<file path="src/rtl/gray_pkg.sv">
// Shared Gray-code helpers for the counter and its conversion channel.
// Functions work on a 32-bit container; callers zero-extend narrower words and
// truncate the result back to their own width.
package gray_pkg;

  localparam int unsigned MaxWidth = 32;

  typedef logic [MaxWidth-1:0] word_t;

  // Binary to Gray: each Gray bit marks a change between adjacent binary bits.
  function automatic word_t bin2gray(input word_t b);
    return b ^ (b >> 1);
  endfunction

  // Gray to binary: prefix XOR from the MSB down, limited to the low 'width' bits.
  function automatic word_t gray2bin(input word_t g, input int unsigned width);
    word_t mask;
    word_t gm;
    word_t b;
    if (width >= MaxWidth) begin
      mask = '1;
    end else begin
      mask = (word_t'(1) << width) - word_t'(1);
    end
    gm = g & mask;
    b = '0;
    b[MaxWidth-1] = gm[MaxWidth-1];
    for (int i = MaxWidth - 2; i >= 0; i--) begin
      b[i] = b[i+1] ^ gm[i];
    end
    return b;
  endfunction

endpackage

</file>
<file path="src/rtl/gray_to_binary_reg.sv">
// Registered Gray-to-binary converter: one word per cycle, one cycle of latency.
// The result register only updates on valid input so it holds the last answer.
module gray_to_binary_reg
  import gray_pkg::*;
#(
  parameter int unsigned WIDTH = 4
) (
  input  logic             clk,
  input  logic             rst_n,
  input  logic [WIDTH-1:0] gray_word,
  input  logic             gray_valid,
  output logic [WIDTH-1:0] bin_word,
  output logic             bin_valid
);

  logic [WIDTH-1:0] bin_next;

  assign bin_next = WIDTH'(gray2bin(word_t'(gray_word), WIDTH));

  // Capture the converted word on valid input and delay the valid flag by one cycle.
  always_ff @(posedge clk or negedge rst_n) begin
    if (!rst_n) begin
      bin_word  <= '0;
      bin_valid <= 1'b0;
    end else begin
      bin_valid <= gray_valid;
      if (gray_valid) begin
        bin_word <= bin_next;
      end
    end
  end

endmodule

</file>
<file path="src/rtl/gray_code_counter.sv">
// Up/down Gray-code counter with a binary shadow count, a registered wrap pulse
// and an independent registered Gray-to-binary conversion channel.
// The count lives in binary; gray_q is its own register loaded from the encoded
// next value, so the Gray output never glitches.
module gray_code_counter
  import gray_pkg::*;
#(
  parameter int unsigned     WIDTH     = 4,
  parameter logic [WIDTH-1:0] RESET_BIN = '0
) (
  input  logic             clk,
  input  logic             rst_n,
  input  logic             en,
  input  logic             up,
  input  logic             load,
  input  logic [WIDTH-1:0] load_bin,
  output logic [WIDTH-1:0] gray_q,
  output logic [WIDTH-1:0] bin_q,
  output logic             wrap,
  input  logic [WIDTH-1:0] conv_gray_in,
  input  logic             conv_valid_in,
  output logic [WIDTH-1:0] conv_bin_out,
  output logic             conv_valid_out
);

  localparam logic [WIDTH-1:0] ResetGray = WIDTH'(bin2gray(word_t'(RESET_BIN)));

  logic [WIDTH-1:0] bin_step;
  logic [WIDTH-1:0] next_bin;
  logic [WIDTH-1:0] next_gray;
  logic             step_wraps;

  // Modulo-2^WIDTH step; wraps exactly when stepping off either end of the range.
  assign bin_step   = up ? (bin_q + WIDTH'(1)) : (bin_q - WIDTH'(1));
  assign step_wraps = up ? (&bin_q) : ~(|bin_q);
  assign next_bin   = load ? load_bin : bin_step;
  assign next_gray  = WIDTH'(bin2gray(word_t'(next_bin)));

  // Count state: load beats enable; load and hold both clear the wrap pulse.
  always_ff @(posedge clk or negedge rst_n) begin
    if (!rst_n) begin
      bin_q  <= RESET_BIN;
      gray_q <= ResetGray;
      wrap   <= 1'b0;
    end else if (load) begin
      bin_q  <= next_bin;
      gray_q <= next_gray;
      wrap   <= 1'b0;
    end else if (en) begin
      bin_q  <= next_bin;
      gray_q <= next_gray;
      wrap   <= step_wraps;
    end else begin
      wrap   <= 1'b0;
    end
  end

  gray_to_binary_reg #(
    .WIDTH (WIDTH)
  ) u_conv (
    .clk        (clk),
    .rst_n      (rst_n),
    .gray_word  (conv_gray_in),
    .gray_valid (conv_valid_in),
    .bin_word   (conv_bin_out),
    .bin_valid  (conv_valid_out)
  );

endmodule
</file>
<file path="config.mk">
export PLATFORM = sky130hd
export DESIGN_NAME = gray_code_counter
export DESIGN_NICKNAME = d
export VERILOG_FILES = /design/src/rtl/gray_pkg.sv /design/src/rtl/gray_to_binary_reg.sv /design/src/rtl/gray_code_counter.sv
export SDC_FILE = /design/constraint.sdc
export NUM_CORES = 1
export LEC_CHECK = 0
export CORE_AREA = 2 2 53 67
export DETAILED_ROUTE_END_ITERATION = 7
export DIE_AREA = 0 0 55 69
export PLACE_DENSITY_LB_ADDON = 0.3
export SLEW_MARGIN = 10
export SYNTH_ARGS = -nofsm -noshare
export SYNTH_HDL_FRONTEND = slang
export SYNTH_SLANG_ARGS = --single-unit
</file>
<file path="constraint.sdc">
create_clock -name clk -period 4.25 [get_ports clk]
set_clock_uncertainty 0.1 [all_clocks]
set_input_delay 1.275 -clock clk [delete_from_list [all_inputs] [get_ports clk]]
set_output_delay 1.275 -clock clk [all_outputs]
set_load 0.02 [all_outputs]
</file>
==> results.sh, run 1 <==
export IMPL_nNetsFinal=123
export IMPL_cap_violations=0
export IMPL_worstHoldPathType="flop to flop"
export IMPL_period_share_pct=75.0
export IMPL_async_flop_share_pct=100
export IMPL_cpPeakStageDelay_ns=0.54
export IMPL_cp_data_arrival_time_ns=3.27
export IMPL_detail_route_vias_per_cell=4.50
export IMPL_cts_buffer_depth=2
export IMPL_cp_num_buf_inv=2
export IMPL_synth_seq_cells=13
export IMPL_final_max_slew_viol_count=0
export IMPL_hold_violations=0
export IMPL_yosysTopAreaCellShare_pct=42.9
export IMPL_ff2ff_path_depth=6
export IMPL_port_buffers=27
export IMPL_synth_cell_types=28
export IMPL_ant_nets=0
export IMPL_syn_nets=94
export IMPL_ir_drop_v=0.000142
export IMPL_clock_latency_ns=0.25
export IMPL_synthToLayoutAreaGrowth_pct=45.7
export IMPL_tightestPinTransition_ns=0.591
export IMPL_min_period_ns=3.19
export IMPL_cts_root_buf="clkbuf_8"
export IMPL_dpl_hpwl_um=1370
export IMPL_fillers=331
export IMPL_drc_errors=0
export IMPL_rr_startpoint="bin_q[0]"
export IMPL_core_region_area_mm2=0.00317
export IMPL_cp_slowest_cell="or4b_1"
export IMPL_io_pin_count=28
export IMPL_clk_pin_slew_worst_paths_ns=0.05
export IMPL_htree_levels=1
export IMPL_synth_top_cells_by_count="dfrtp_1 (13), nor2_1 (9), a21oi_1 (8), xnor2_1 (8), nand2_1 (5)"
export IMPL_wl_per_cell_um=11.9
export IMPL_fp_dieArea_mm2=0.00380
export IMPL_cp_start_kind="input port"
export IMPL_pre_cts_ws_ns=0.815
export IMPL_global_route_overflow_total=0
export IMPL_syn_area_um2=758
export IMPL_status="complete, no violations"
export IMPL_grt_usage_pct=10.0
export IMPL_synth_main_ff_cell="dfrtp_1"
export IMPL_numCtsBuffers=3
export IMPL_place_congestion=0.738
export IMPL_crit_cells=7
export IMPL_reg2reg_to="gray_q[2]"
export IMPL_final_util_pct=34.9
export IMPL_firstDrtPassIters=4
export IMPL_yosysMostFrequentCell="dfrtp_1"
export IMPL_critPathRequiredTime_ns=4.33
export IMPL_p_leak_uw=0.000446
export IMPL_chipWidth_um=55
export IMPL_initial_utilization_pct=24.0
export IMPL_diodes=0
export IMPL_via_count=639
export IMPL_setup_ws_ns=1.06
export IMPL_syn_inst=77
export IMPL_yosys_warnings=0
export IMPL_antenna_found_initial=0
export IMPL_cp_endpoint="gray_q[3]"
export IMPL_totalWireLength_um=1690
export IMPL_post_cts_resized=0
export IMPL_finalSetupViolCount=0
export IMPL_reg2reg_slack_ns=2.20
export IMPL_die_h_um=69
export IMPL_grt_pass1_wl_um=2750
export IMPL_postSynthAreaPerCell_um2=9.85
export IMPL_cts_setup_buffers=0
export IMPL_critPathTopFamily="simple AND/OR/NAND/NOR gates"
export IMPL_first_global_vias=631
export IMPL_path_cells="clkdlybuf4s50_1 -> inv_1 -> ha_1 -> a21oi_1 -> a21oi_1 -> or4b_1 -> nand3_1"
export IMPL_cts_sinks=13
export IMPL_path_max_fanout=5
export IMPL_crit_path_frequent_cell="a21oi_1"
export IMPL_placementRows=23
export IMPL_cts_tree="done"
export IMPL_grt_max_degree=16
export IMPL_rsz0062_at_grt="false"
export IMPL_end_kind="flop"
export IMPL_tns_ns=0
export IMPL_drive_gt1_share_pct=6.67
export IMPL_drt_iter0_drc=5
export IMPL_synth_area_top_cells="dfrtp_1 (43%), xnor2_1 (9.2%), a21oi_1 (5.3%)"
export IMPL_fmax_ghz=0.314
export IMPL_synth_top_cell_by_area="dfrtp_1"
export IMPL_relSlewSlack_pct=60.5
export IMPL_power_density_mw_per_mm2=403
export IMPL_cts_hold_buf=0
export IMPL_worstSetupPathType="input port to flop"
export IMPL_crit_start="up"
export IMPL_p_total_uw=445
export IMPL_ys_seq_area_share_pct=42.9
export IMPL_synth_edf_count=0
[sequential cells by signal, indices dropped and copies added, names as in the netlist]
register	count
bin_q	3
gray_q	4
u_conv.bin_valid	1
u_conv.bin_word	4
wrap	1
[metal layers]
metal	track usage [%]	routed length (µm)
met1	10.7	667
met2	16.1	857
met3	3.68	139
met4	5.69	21
met5	0	0
[area by class of cell]
class                   count  area (µm²)  area share [%]
clock buffers               4        45.0            4.08
inverters                   4        15.0            1.36
multi-input cells          57         403            36.5
flip-flops and latches     13         325            29.4
well taps                  37        46.3            4.19
repair buffers             27         270            24.5
[layout by cell type (no fill, tap or decap)]
master | Yosys | routed
o21ai_0 | 1 | 1
nor3_1 | 1 | 1
a22oi_1 | 1 | 1
xor2_1 | 2 | 2
mux2_1 | 1 | 1
and3_4 | 1 | 1
or4b_1 | 1 | 1
xnor2_1 | 8 | 8
nand3_1 | 2 | 2
inv_1 | 4 | 4
fa_1 | 1 | 1
clkdlybuf4s50_1 | 0 | 27
or4_1 | 2 | 2
nand2_1 | 5 | 5
xnor2_2 | 1 | 1
a31oi_1 | 1 | 1
mux2_2 | 1 | 1
nor2_1 | 9 | 9
nor3b_1 | 1 | 1
o21ai_1 | 3 | 3
clkbuf_1 | 2 | 1
dfrtp_1 | 13 | 13
clkbuf_8 | 0 | 3
a21oi_1 | 8 | 8
nand3_2 | 1 | 1
mux2i_1 | 2 | 2
ha_1 | 2 | 2
o2111ai_1 | 1 | 1
o211ai_1 | 1 | 1
[worst min path at each step]
stage	from	end	slack [ns]	cells past startpoint
after global routing	u_conv.bin_word[1]	u_conv.bin_word[1]	0.43	1
after CTS	u_conv.bin_word[3]	u_conv.bin_word[3]	0.39	1
after floorplan	u_conv.bin_word[3]	u_conv.bin_word[3]	0.51	1
final	u_conv.bin_word[3]	u_conv.bin_word[3]	0.38	1
after global placement	u_conv.bin_word[3]	u_conv.bin_word[3]	0.37	1
after detailed placement	u_conv.bin_word[3]	u_conv.bin_word[3]	0.38	1
[metrics by stage]
step | instance area (µm²) | hold WS, ns | std cells
2_1_floorplan | 758 | 0.509 | 77
3_3_place_gp | 1060 | 0.374 | 138
3_5_place_dp | 1060 | 0.375 | 138
4_1_cts | 1100 | 0.388 | 142
5_1_grt | 1100 | 0.429 | 142
6_report | 1100 | 0.384 | 142
[power breakdown]
group | switching (µW) | internal (µW) | leakage [µW]
logic | 84.7 | 90.2 | 0.000270
clock network | 44.3 | 66.3 | 0.0000228
registers | 17.1 | 143 | 0.000154
[logic make-up after synthesis]
kind of cell | synth area share [%]
compound gates | 11.9
xor+xnor | 13.7
fa+ha+maj | 5.94
buf+inv | 3.96
flops | 42.9
mux | 5.61
simple gates | 16.0
No activity file was read; power rests on OpenSTA's default activity.
==> run 2: changes to the inputs <==
==> constraint.sdc (replaced) <==
create_clock -name clk -period 3.13 [get_ports clk]
set_clock_uncertainty 0.1 [all_clocks]
set_input_delay 0.939 -clock clk [delete_from_list [all_inputs] [get_ports clk]]
set_output_delay 0.939 -clock clk [all_outputs]
set_load 0.02 [all_outputs]
==> results.sh, run 2 (synthesis gave the netlist of run 1 again) <==
export IMPL_status="complete, no violations"
export IMPL_core_region_area_mm2=0.00317
export IMPL_p_total_uw=603
export IMPL_cts_tree="done"
export IMPL_drt_iter0_drc=10
export IMPL_detail_route_vias_per_cell=4.53
export IMPL_fillers=329
export IMPL_setup_ws_ns=0.312
export IMPL_end_kind="flop"
export IMPL_nNetsFinal=125
export IMPL_hold_path_depth=1
export IMPL_ir_drop_v=0.000248
export IMPL_cp_start_kind="input port"
export IMPL_numCtsBuffers=3
export IMPL_cap_violations=0
export IMPL_post_cts_resized=0
export IMPL_finalSetupViolCount=0
export IMPL_via_count=652
export IMPL_fp_dieArea_mm2=0.00380
export IMPL_placementRows=23
export IMPL_clock_latency_ns=0.24
export IMPL_chipWidth_um=55
export IMPL_cp_data_arrival_time_ns=2.89
export IMPL_reg2reg_slack_ns=1.08
export IMPL_place_congestion=0.761
export IMPL_seqCellArea_um2=325
export IMPL_clk_pin_slew_worst_paths_ns=0.05
export IMPL_antenna_found_initial=0
export IMPL_drive_gt1_share_pct=8.41
export IMPL_cts_setup_buffers=0
export IMPL_dpl_hpwl_um=1390
export IMPL_ff2ff_path_depth=6
export IMPL_hp_start="u_conv.bin_word[3]"
export IMPL_min_period_ns=2.82
export IMPL_tightestPinTransition_ns=0.590
export IMPL_cts_buffer_depth=2
export IMPL_htree_levels=1
export IMPL_holdPathEnd="u_conv.bin_word[3]"
export IMPL_path_max_fanout=5
export IMPL_power_density_mw_per_mm2=539
export IMPL_critPathRequiredTime_ns=3.20
export IMPL_final_max_slew_viol_count=0
export IMPL_rr_startpoint="bin_q[0]"
export IMPL_diodes=0
export IMPL_dp_cells=140
export IMPL_cts_root_buf="clkbuf_8"
export IMPL_grt_max_degree=15
export IMPL_multi_input_area_um2=403
export IMPL_worstSetupPathType="input port to flop"
export IMPL_hold_violations=0
export IMPL_pre_cts_ws_ns=0.0684
export IMPL_fin_cells=144
export IMPL_firstDrtPassIters=4
export IMPL_synthToLayoutAreaGrowth_pct=47.7
export IMPL_cts_hold_buf=0
export IMPL_drc_errors=0
export IMPL_tns_ns=0
export IMPL_p_leak_uw=0.000455
export IMPL_grt_usage_pct=10.0
export IMPL_global_route_overflow_total=0
export IMPL_relSlewSlack_pct=60.5
export IMPL_die_h_um=69
export IMPL_ant_nets=0
export IMPL_rsz0062_at_grt="false"
export IMPL_worstHoldPathType="flop to flop"
export IMPL_first_global_vias=715
export IMPL_wl_per_cell_um=11.8
export IMPL_layout_common_cells="clkdlybuf4s50_1 (27), dfrtp_1 (13), nor2_1 (9)"
export IMPL_fmax_ghz=0.355
export IMPL_grt_pass1_wl_um=2860
export IMPL_period_share_pct=90.0
export IMPL_reg2reg_to="gray_q[2]"
export IMPL_final_util_pct=35.4
export IMPL_io_pin_count=28
export IMPL_cts_sinks=13
export IMPL_port_buffers=27
export IMPL_totalWireLength_um=1690
export IMPL_final_common_cell="clkdlybuf4s50_1"
export IMPL_top_regs="gray_q: 4 flops, u_conv.bin_word: 4 flops, bin_q: 3 flops"
export IMPL_initial_utilization_pct=24.0
run 2: cell count changes in the layout (fill, tap and decap cells not counted), sizes merged:
| cell | previous run | this run |
|---|---|---|
| buf | 0 | 2 |
run 2: metrics by stage:
step | hold WS, ns | cell area [µm²]
2_1_floorplan | 0.509 | 758
3_3_place_gp | 0.374 | 1070
3_5_place_dp | 0.389 | 1070
4_1_cts | 0.401 | 1120
5_1_grt | 0.414 | 1120
6_report | 0.397 | 1120
run 2: layout make-up:
cell class | instances | area share (%)
multi-input combinational | 57 | 36.0
sequential | 13 | 29.1
timing repair buffer | 29 | 25.5
tap | 37 | 4.13
clock buffer | 4 | 4.02
inverter | 4 | 1.34
run 2: worst max path at each step:
stage	start	to	slack, ns	cells after the start
finish	up	gray_q[3]	0.31	7
global route	up	gray_q[2]	0.18	7
CTS	up	gray_q[3]	0.31	7
detailed placement	up	gray_q[3]	0.07	7
global placement	up	gray_q[3]	0.11	7
floorplan	up	gray_q[3]	0.73	6
run 2: per-layer routing:
layer  vias up  part of all wire (%)  track usage (%)
met5         -                     0                0
met4         0                   1.1             4.34
met3         2                   6.0             1.95
met2        18                    53             18.1
met1       306                    40             10.4
li1        326                     -                -
run 2: power by group:
part | total (µW) | internal [µW] | switching [µW]
registers | 217 | 194 | 23.0
clock network | 147 | 89.8 | 57.0
logic | 240 | 124 | 115
run 2: worst max-delay path: stages:
cell and delay [ns]:
clkdlybuf4s50_1 0.53, inv_1 0.11, ha_1 0.37, a21oi_1 0.21
a21oi_1 0.13, or4b_1 0.51, nand3_1 0.09
